`config.mk`:
```
export PLATFORM = sky130hd
export DESIGN_NAME = ps2_host_tx
export DESIGN_NICKNAME = d
export VERILOG_FILES = /design/src/rtl/ps2_host_tx.sv
export SDC_FILE = /design/constraint.sdc
export NUM_CORES = 1
export LEC_CHECK = 0
export BUFFER_PORTS_ARGS = -buffer_cell sky130_fd_sc_hd__buf_2
export CAP_MARGIN = 10
export CELL_PAD_IN_SITES_DETAIL_PLACEMENT = 2
export CELL_PAD_IN_SITES_GLOBAL_PLACEMENT = 2
export CORE_MARGIN = 2
export CORE_UTILIZATION = 30
export CTS_BUF_LIST = sky130_fd_sc_hd__clkbuf_2 sky130_fd_sc_hd__clkbuf_4 sky130_fd_sc_hd__clkbuf_8
export DETAILED_ROUTE_END_ITERATION = 10
export PLACE_DENSITY_LB_ADDON = 0.1
export SYNTH_ARGS = -nofsm -noshare
export SYNTH_HDL_FRONTEND = slang
export SYNTH_SLANG_ARGS = --single-unit
export TNS_END_PERCENT = 100
```
`constraint.sdc`:
```
create_clock -name clk -period 2.4 [get_ports clk]
set_clock_uncertainty 0.05 [all_clocks]
set_input_delay 0.6 -clock clk [delete_from_list [all_inputs] [get_ports clk]]
set_output_delay 0.6 -clock clk [all_outputs]
set_load 0.01 [all_outputs]
```
`src/rtl/ps2_host_tx.sv`:
```
// PS/2 host-to-device transmitter: inhibit, request-to-send, shift, ACK.
// Build option: define PS2_TX_RETRY_EN to retry NACK/timeout up to 2 times.
//
// Ports:
//   clk, rst_n              system clock, async active-low reset
//   kb_clk_in, kb_data_in   PS/2 pad inputs (asynchronous)
//   kb_clk_oe, kb_data_oe   open-drain pull-low enables (1 = drive low)
//   tx_data, tx_valid       command byte and request, taken when tx_ready
//   tx_ready                high only while idle
//   busy                    high in every non-idle state
//   tx_done, tx_err         one-cycle completion pulses (ACK / failure)

module ps2_host_tx #(
    parameter int unsigned INHIBIT_CYCLES = 12000,
    parameter int unsigned TIMEOUT_CYCLES = 2000000
) (
    input  logic       clk,
    input  logic       rst_n,
    input  logic       kb_clk_in,
    input  logic       kb_data_in,
    output logic       kb_clk_oe,
    output logic       kb_data_oe,
    input  logic [7:0] tx_data,
    input  logic       tx_valid,
    output logic       tx_ready,
    output logic       busy,
    output logic       tx_done,
    output logic       tx_err
);

    localparam int IW = $clog2(INHIBIT_CYCLES + 1);
    localparam int TW = $clog2(TIMEOUT_CYCLES + 1);

    typedef enum logic [2:0] {
        S_IDLE,
        S_INHIBIT,
        S_REQ,
        S_SHIFT,
        S_ACK,
        S_WAIT
    } state_t;

    state_t state_q, state_n;

    logic clk_s1, clk_s2, clk_d;
    logic dat_s1, dat_s2;
    logic fall;

    logic [7:0]    byte_q, byte_n;
    logic          par_q, par_n;
    logic [3:0]    bit_q, bit_n;
    logic [IW-1:0] inh_q, inh_n;
    logic [TW-1:0] to_q, to_n;
    logic          ok_q, ok_n;
    logic          doe_q, doe_n;

    logic to_hit;
    logic can_retry;
    logic retry_go;

    // Idle PS/2 lines are high, so the synchronizers reset to 1 to
    // avoid a phantom falling edge after reset.
    always_ff @(posedge clk or negedge rst_n) begin
        if (!rst_n) begin
            clk_s1 <= 1'b1;
            clk_s2 <= 1'b1;
            clk_d  <= 1'b1;
            dat_s1 <= 1'b1;
            dat_s2 <= 1'b1;
        end else begin
            clk_s1 <= kb_clk_in;
            clk_s2 <= clk_s1;
            clk_d  <= clk_s2;
            dat_s1 <= kb_data_in;
            dat_s2 <= dat_s1;
        end
    end

    assign fall = clk_d & ~clk_s2;

    // to_q holds the number of cycles elapsed since the REQ cycle.
    assign to_hit = ((state_q == S_SHIFT) || (state_q == S_ACK))
                  && (to_q == TW'(TIMEOUT_CYCLES));

`ifdef PS2_TX_RETRY_EN
    logic [1:0] att_q;

    always_ff @(posedge clk or negedge rst_n) begin
        if (!rst_n) begin
            att_q <= 2'd0;
        end else if (state_q == S_IDLE && tx_valid) begin
            att_q <= 2'd0;
        end else if (retry_go) begin
            att_q <= att_q + 2'd1;
        end
    end

    assign can_retry = (att_q != 2'd2);
`else
    assign can_retry = 1'b0;
`endif

    always_ff @(posedge clk or negedge rst_n) begin
        if (!rst_n) begin
            state_q <= S_IDLE;
            byte_q  <= 8'd0;
            par_q   <= 1'b0;
            bit_q   <= 4'd0;
            inh_q   <= '0;
            to_q    <= '0;
            ok_q    <= 1'b0;
            doe_q   <= 1'b0;
        end else begin
            state_q <= state_n;
            byte_q  <= byte_n;
            par_q   <= par_n;
            bit_q   <= bit_n;
            inh_q   <= inh_n;
            to_q    <= to_n;
            ok_q    <= ok_n;
            doe_q   <= doe_n;
        end
    end

    always_comb begin
        state_n  = state_q;
        byte_n   = byte_q;
        par_n    = par_q;
        bit_n    = bit_q;
        inh_n    = inh_q;
        to_n     = to_q;
        ok_n     = ok_q;
        doe_n    = doe_q;
        tx_done  = 1'b0;
        tx_err   = 1'b0;
        retry_go = 1'b0;

        unique case (state_q)
            S_IDLE: begin
                doe_n = 1'b0;
                if (tx_valid) begin
                    byte_n  = tx_data;
                    par_n   = ~^tx_data;
                    inh_n   = IW'(INHIBIT_CYCLES - 1);
                    ok_n    = 1'b0;
                    state_n = S_INHIBIT;
                end
            end

            S_INHIBIT: begin
                doe_n = 1'b0;
                if (inh_q == '0) begin
                    doe_n   = 1'b1;
                    state_n = S_REQ;
                end else begin
                    inh_n = inh_q - 1'b1;
                end
            end

            S_REQ: begin
                bit_n   = 4'd0;
                to_n    = TW'(1);
                state_n = S_SHIFT;
            end

            S_SHIFT, S_ACK: begin
                to_n = to_q + 1'b1;
                if (to_hit) begin
                    doe_n = 1'b0;
                    if (can_retry) begin
                        retry_go = 1'b1;
                    end else begin
                        tx_err  = 1'b1;
                        state_n = S_IDLE;
                    end
                end else if (fall && state_q == S_SHIFT) begin
                    bit_n = bit_q + 4'd1;
                    unique case (1'b1)
                        (bit_q < 4'd8): doe_n = ~byte_q[bit_q[2:0]];
                        (bit_q == 4'd8): doe_n = ~par_q;
                        default: begin
                            doe_n   = 1'b0;
                            state_n = S_ACK;
                        end
                    endcase
                end else if (fall) begin
                    ok_n    = ~dat_s2;
                    state_n = S_WAIT;
                end
            end

            S_WAIT: begin
                doe_n = 1'b0;
                if (clk_s2 && dat_s2) begin
                    if (ok_q) begin
                        tx_done = 1'b1;
                        state_n = S_IDLE;
                    end else if (can_retry) begin
                        retry_go = 1'b1;
                    end else begin
                        tx_err  = 1'b1;
                        state_n = S_IDLE;
                    end
                end
            end

            default: begin
                doe_n   = 1'b0;
                state_n = S_IDLE;
            end
        endcase

        if (retry_go) begin
            inh_n   = IW'(INHIBIT_CYCLES - 1);
            ok_n    = 1'b0;
            doe_n   = 1'b0;
            state_n = S_INHIBIT;
        end
    end

    // The timeout term releases data in the very cycle the limit is hit.
    assign kb_clk_oe  = (state_q == S_INHIBIT);
    assign kb_data_oe = doe_q & ~to_hit;
    assign tx_ready   = (state_q == S_IDLE);
    assign busy       = ~tx_ready;

endmodule

```
==> results of run 1 <==
==> registers in the layout, summed over array words and instances (netlist names) <==
register	flops
state_q	3
byte_q	8
bit_q	4
par_q	1
doe_q	1
clk_s2	1
clk_s1	1
inh_q	14
dat_s2	1
to_q	21
clk_d	1
ok_q	1
dat_s1	1
==> cell usage in the layout, fill, tap and decap left out, types with 2 or more instances in the layout <==
master      n
nand2b_1    2
dfrtp_1    53
xnor2_1     7
nor3_1     11
a21oi_1    10
mux2i_1    11
ha_1        6
buf_4      27
nand4_1    16
nand3_1    16
a31oi_1     3
inv_1      13
nor2_1     16
or4_1       5
dfstp_2     5
a2111oi_0   2
and4_1      2
o21ai_0    14
clkinv_2    2
or2b_1      2
clkbuf_4    3
nor2b_1     2
xor2_1     12
nor3_4      3
a221oi_1    2
clkbuf_8   10
nor4_1      5
nand4b_1    3
buf_2      18
a21oi_2     2
nand2_1    56
nor3b_2     2
o31ai_1     9
o211ai_1    7
==> final timing paths <==
| check | end | slack (ns) | cells after the start |
|---|---|---|---|
| max | tx_err | -0.23 | 6 |
| min reg2reg | clk_s2 | 0.32 | 0 |
| min in group clk | clk_s1 | 0.32 | 1 |
| max in group asynchronous | clk_s2 | 1.52 | 2 |
| max reg2reg | state_q[0] | 0.13 | 5 |
| min | to_q[7] | 0.13 | 1 |
==> metal layers <==
layer  vias up  GRT usage (%)  share of wire [%]
met4         0           6.87                2.2
met1      1409           22.3                 47
li1       1328              -                  -
met2        30           30.1                 49
met3        11           2.47                1.8
met5         -              0                  0
==> repair_timing <==
| action | in CTS | in global routing |
|---|---|---|
| cloned | 0 | 0 |
| endpoints found under the setup margin | 2 | 4 |
| setup buffers | 1 | 0 |
| pin swaps | 1 | 0 |
| gates resized for setup | 1 | 5 |
==> cell families (layout without fill, tap and decap cells) <==
group                      after synthesis  in the layout  share of synthesized area (%)
adders and majority gates                6              6                           2.31
muxes                                   12             12                           3.74
DFF                                     58             58                           44.9
and+or+nand+nor                        155            155                           25.8
xor gates and xnor gates                19             19                           5.13
buffers and inverters                   31             77                           4.32
AOI/OAI and AO/OA                       65             65                           13.8
==> synthesized netlist by cell type (2+ instances only) <==
cell / instances
nor3_1: 12
xnor2_1: 7
nand3_1: 16
dfstp_2: 5
a21oi_1: 11
nand4_1: 16
dfrtp_1: 53
nand2_1: 56
a2111oi_0: 2
nor4_1: 5
buf_4: 3
nor2b_1: 2
mux2i_1: 11
o21ai_0: 15
inv_1: 14
o211ai_1: 7
nand2b_1: 2
and4_1: 2
ha_1: 6
clkbuf_1: 11
o31ai_1: 9
a221oi_1: 2
xor2_1: 12
nand4b_1: 3
or2b_1: 2
a31oi_1: 3
nor3_4: 2
or4_1: 5
nor2_1: 16
nor3b_2: 2
==> area by class of cell <==
cell class,count,area [um^2],share of cell area (%)
Inverter,14,52.6,1.36
Clock buffer,13,160,4.14
Multi-Input combinational cell,257,1660,43.0
Timing Repair Buffer,47,324,8.38
Sequential cell,58,1460,37.7
Tap cell,136,170,4.40
Clock inverter,3,40.0,1.03
==> power by group through the flow <==
stage,sequential [mW],combinational (mW),clock (mW)
2_1_floorplan,1.28,0.921,0
3_3_place_gp,1.34,1.36,0
3_5_place_dp,1.35,1.38,0
4_1_cts,1.33,1.40,0.983
5_1_grt,1.36,1.58,1.01
6_report,1.33,1.41,0.955
==> metrics by stage <==
step	TNS (ns)	cell area [um^2]	worst slack (ns)	std cells	hold WS (ns)
6_report	-0.386	3870	-0.229	528	0.133
2_1_floorplan	0	3250	0.0513	346	0.254
4_1_cts	-0.433	3850	-0.244	528	0.139
5_1_grt	-0.518	3870	-0.301	528	0.157
3_3_place_gp	0	3640	0.109	511	0.306
3_5_place_dp	0	3640	0.107	511	0.307
==> results.cfg, run 1 <==
[die]
start_util_pct = 31.2
die_area_um2 = 11700
die_w_um = 108
coreArea_um2 = 10400
num_io_pins = 19
row_count = 37
die_y_um = 108

[routing]
vias = 2778
drc = 0
drtIter0Drc = 83
firstDrtPassIters = 4
wirelength_mm = 9.37
wl_per_cell_um = 17.7
antenna_left = 0
viasPerCell = 5.26

[worst_hold_path]
hp-class = input port to async pin

[clock_tree]
htreeDepth = 3
root_buffer = clkbuf_8
cts.sinks = 58
cts_hold_buf = 0
cts_tree = built
insertion_delay_ns = 0.34
cts-buffers-inserted = 9
clk_transition_reported_paths_ns = 0.08
clockBufferDepth = 2

[critical_path]
cp.buffers_inverters = 2
critPathLaunch = to_q[12]
required_ns = 1.75
arrival_ns = 1.98
max_stage_delay_ns = 0.56
r2r-start = inh_q[4]
crit_family = simple AND/OR/NAND/NOR gates
crit_path_end_kind = primary output
crit_chain = or4b_4 -> nor3_4 -> buf_4 -> nand3_1 -> o21ai_1 -> buf_2
critPathSlowestCell = or4b_4
worst_setup_path_start_kind = flop
cp_max_fo = 7
path_class = flop to primary output

[sta]
rsz0062_at_grt = yes
worst_slew_pin_slew_ns = 0.519
setup_viol = 2
hold_viol_final = 0
slew_headroom_pct = 64.5
max_freq_mhz = 380
fin_ws_ns = -0.229
slew_viol_final = 0
min_period_ns = 2.63
fin_crit_sh_pct = 110

[pwr]
p_int_mw = 2.26
power_frac_comb_pct = 38.1
power.net_switching_mw = 1.43
p_clk_share_pct = 25.9
swShare_pct = 38.6
powerDensity_nw_per_um2 = 954
power.total_mw = 3.69
leakagePower_nw = 1.64
ir_drop_uv = 371
seqPwrFrac_pct = 36.0

[place]
place_congestion = 0.793
port_buffers = 18
hpwl_mm = 6.76

[synthesis]
yosysUniqueCellTypes = 64
ys_ff_latch = 58
ys_warn_count = 0
synth-edff-count = 0
syn_area_um2 = 3250
yosysTopAreaCellShare_pct = 40.9
syn_nets = 365
synth_cells = 346
synth_area_leaders = dfrtp_1 41%, nand2_1 6.5%, dfstp_2 4.0%, mux2i_1 3.4%, xor2_1 3.2%
ys_seq_area_share_pct = 44.9
avgSynthCellArea_um2 = 9.38
synth_top_cell_by_area = dfrtp_1
synthFlopType = dfrtp_1
synth-async-reset-ratio_pct = 100

[cells_and_area]
diodes = 0
finalNetCount = 406
fin_util_pct = 37.1
area_growth_pct = 19.2
drive_gt1_share_pct = 21.7
fill_cells = 1176

[global_routing]
grt_usage_pct = 17.6
grt_max_degree = 43
overflow = 0
grt_pass1_wl_mm = 15.8
antenna_found_initial = 0
grt_pass1_vias = 3072

[run_status]
violations = negative setup slack
outcome = complete, but fails checks

[run]
maxCapViolCount = 0
(Power assumes the default switching activity.)
==> run 2, diff against run 1 <==
--- a/config.mk
+++ b/config.mk
@@ -10,7 +10,7 @@
 export CELL_PAD_IN_SITES_DETAIL_PLACEMENT = 2
 export CELL_PAD_IN_SITES_GLOBAL_PLACEMENT = 2
 export CORE_MARGIN = 2
-export CORE_UTILIZATION = 30
+export CORE_UTILIZATION = 40
 export CTS_BUF_LIST = sky130_fd_sc_hd__clkbuf_2 sky130_fd_sc_hd__clkbuf_4 sky130_fd_sc_hd__clkbuf_8
 export DETAILED_ROUTE_END_ITERATION = 10
 export PLACE_DENSITY_LB_ADDON = 0.1
==> results.cfg, run 2 (synthesized netlist as in run 1, its figures left out) <==
[worst_hold_path]
hp-class = input port to async pin

[pwr]
leakagePower_nw = 1.65
ir_drop_uv = 522
power.total_mw = 3.90
powerDensity_nw_per_um2 = 1010

[critical_path]
critPathSlowestCell = dfrtp_1
cp_max_fo = 3
crit_chain = inv_1 -> ha_1 -> nand4b_1 -> nor3_4 -> and2_4 -> a21oi_2 -> o21ai_2 -> buf_2
arrival_ns = 1.97
ff2ff_setup_slack_ns = 0.09
max_stage_delay_ns = 0.41
crit_path_end_kind = primary output
critPathLaunch = to_q[1]
required_ns = 1.75
ff2ff_path_depth = 5
rr_endpoint = state_q[2]
path_class = flop to primary output
r2r-start = state_q[1]
worst_setup_path_start_kind = flop

[clock_tree]
cts-buffers-inserted = 9
clk_transition_reported_paths_ns = 0.07
htreeDepth = 3
root_buffer = clkbuf_8
clockBufferDepth = 2
insertion_delay_ns = 0.34
cts_hold_buf = 0
cts.sinks = 58
cts_tree = built

[cells_and_area]
fin_util_pct = 49.6
mostFrequentLayoutCell = nand2_1
design_area_um2 = 3870
diodes = 0
largest_reg_flops = 21
reg_top3 = to_q x21, inh_q x14, byte_q x8
final_cell_mix = 56 x nand2_1, 52 x dfrtp_1, 26 x buf_4
instances_no_fill = 492
drive_gt1_share_pct = 21.8
area_growth_pct = 19.2
finalNetCount = 405
fill_cells = 844
largest-register = to_q

[routing]
antenna_left = 0
firstDrtPassIters = 4
drtIter0Drc = 114
vias = 2854
wirelength_mm = 9.90
drc = 0
viasPerCell = 5.80
wl_per_cell_um = 20.1

[place]
dpl_cell_area_um2 = 3580
dp_worst_setup_slack_ns = 0.0327
dp.cells = 475
hpwl_mm = 6.65
place_congestion = 0.835
port_buffers = 18

[sta]
slew_headroom_pct = 56.4
max_freq_mhz = 381
rsz0062_at_grt = yes
fin_tns_setup_ns = -0.372
hold_viol_final = 0
fin_crit_sh_pct = 109
slew_viol_final = 0
worst_slew_pin_slew_ns = 0.638
fin_ws_ns = -0.223
fin_hold_ws_ns = 0.189
min_period_ns = 2.62
setup_viol = 2

[global_routing]
overflow = 0
antenna_found_initial = 0
grt_pass1_vias = 3180
grt_pass1_wl_mm = 16.8
grt_usage_pct = 24.7
grt_max_degree = 59

[die]
start_util_pct = 41.6
die_w_um = 94.1
die_area_um2 = 8850
coreArea_um2 = 7810
row_count = 32
die_y_um = 94.1
num_io_pins = 19

[run_status]
violations = negative setup slack
outcome = complete, but fails checks

[run]
maxCapViolCount = 0
## run 2: changes by cell type in the layout (fill, tap and decap cells not counted), sizes merged
| cell | before | now |
|---|---|---|
| clkinv | 2 | 1 |
| buf | 47 | 46 |
| clkbuf | 13 | 10 |
| clkinvlp | 0 | 1 |
| bufinv | 1 | 3 |
## run 2: timing repair
item / CTS / global route
gates cloned: 0 / 0
setup endpoints to repair: 2 / 9
resized for setup: 5 / 4
buffers inserted: 1 / 1
pin swaps: 4 / 0
## run 2: metal layers
layer | routed length, um | global-route usage, %
met1 | 4700 | 33.8
met2 | 4770 | 39.8
met3 | 222 | 3.77
met4 | 202 | 8.94
met5 | 0 | 0
## run 2: worst max-delay path by stage
| stage | end | depth (start not counted) | slack (ns) |
|---|---|---|---|
| 2_1_floorplan | tx_err | 5 | 0.05 |
| 3_3_place_gp | tx_err | 6 | 0.08 |
| 3_5_place_dp | tx_err | 6 | 0.03 |
| 4_1_cts | tx_err | 6 | -0.24 |
| 5_1_grt | tx_err | 8 | -0.35 |
| 6_report | tx_err | 8 | -0.22 |
## run 2: final cells by class
class	count	area, um^2	share of cell area (%)
tap	102	128	3.30
inverter	14	52.6	1.36
clock buffer	10	138	3.56
timing repair buffer	46	317	8.18
multi-input combinational	257	1670	43.2
clock inverter	5	103	2.65
sequential	58	1460	37.7
## run 2: power by group
group / internal, mW / switching (mW) / total [mW]
Sequential: 1.16 / 0.183 / 1.34
Clock: 0.711 / 0.408 / 1.12
Combinational: 0.536 / 0.900 / 1.44
## run 2: critical path: cells and delay by family (launching register included)
| kind | cells | cell delay (ns) |
|---|---|---|
| AO/OA/AOI/OAI | 2 | 0.22 |
| adder cells (fa/ha/maj) | 1 | 0.19 |
| buffers and inverters | 2 | 0.25 |
| flip-flops | 1 | 0.41 |
| AND/OR/NAND/NOR | 3 | 0.57 |
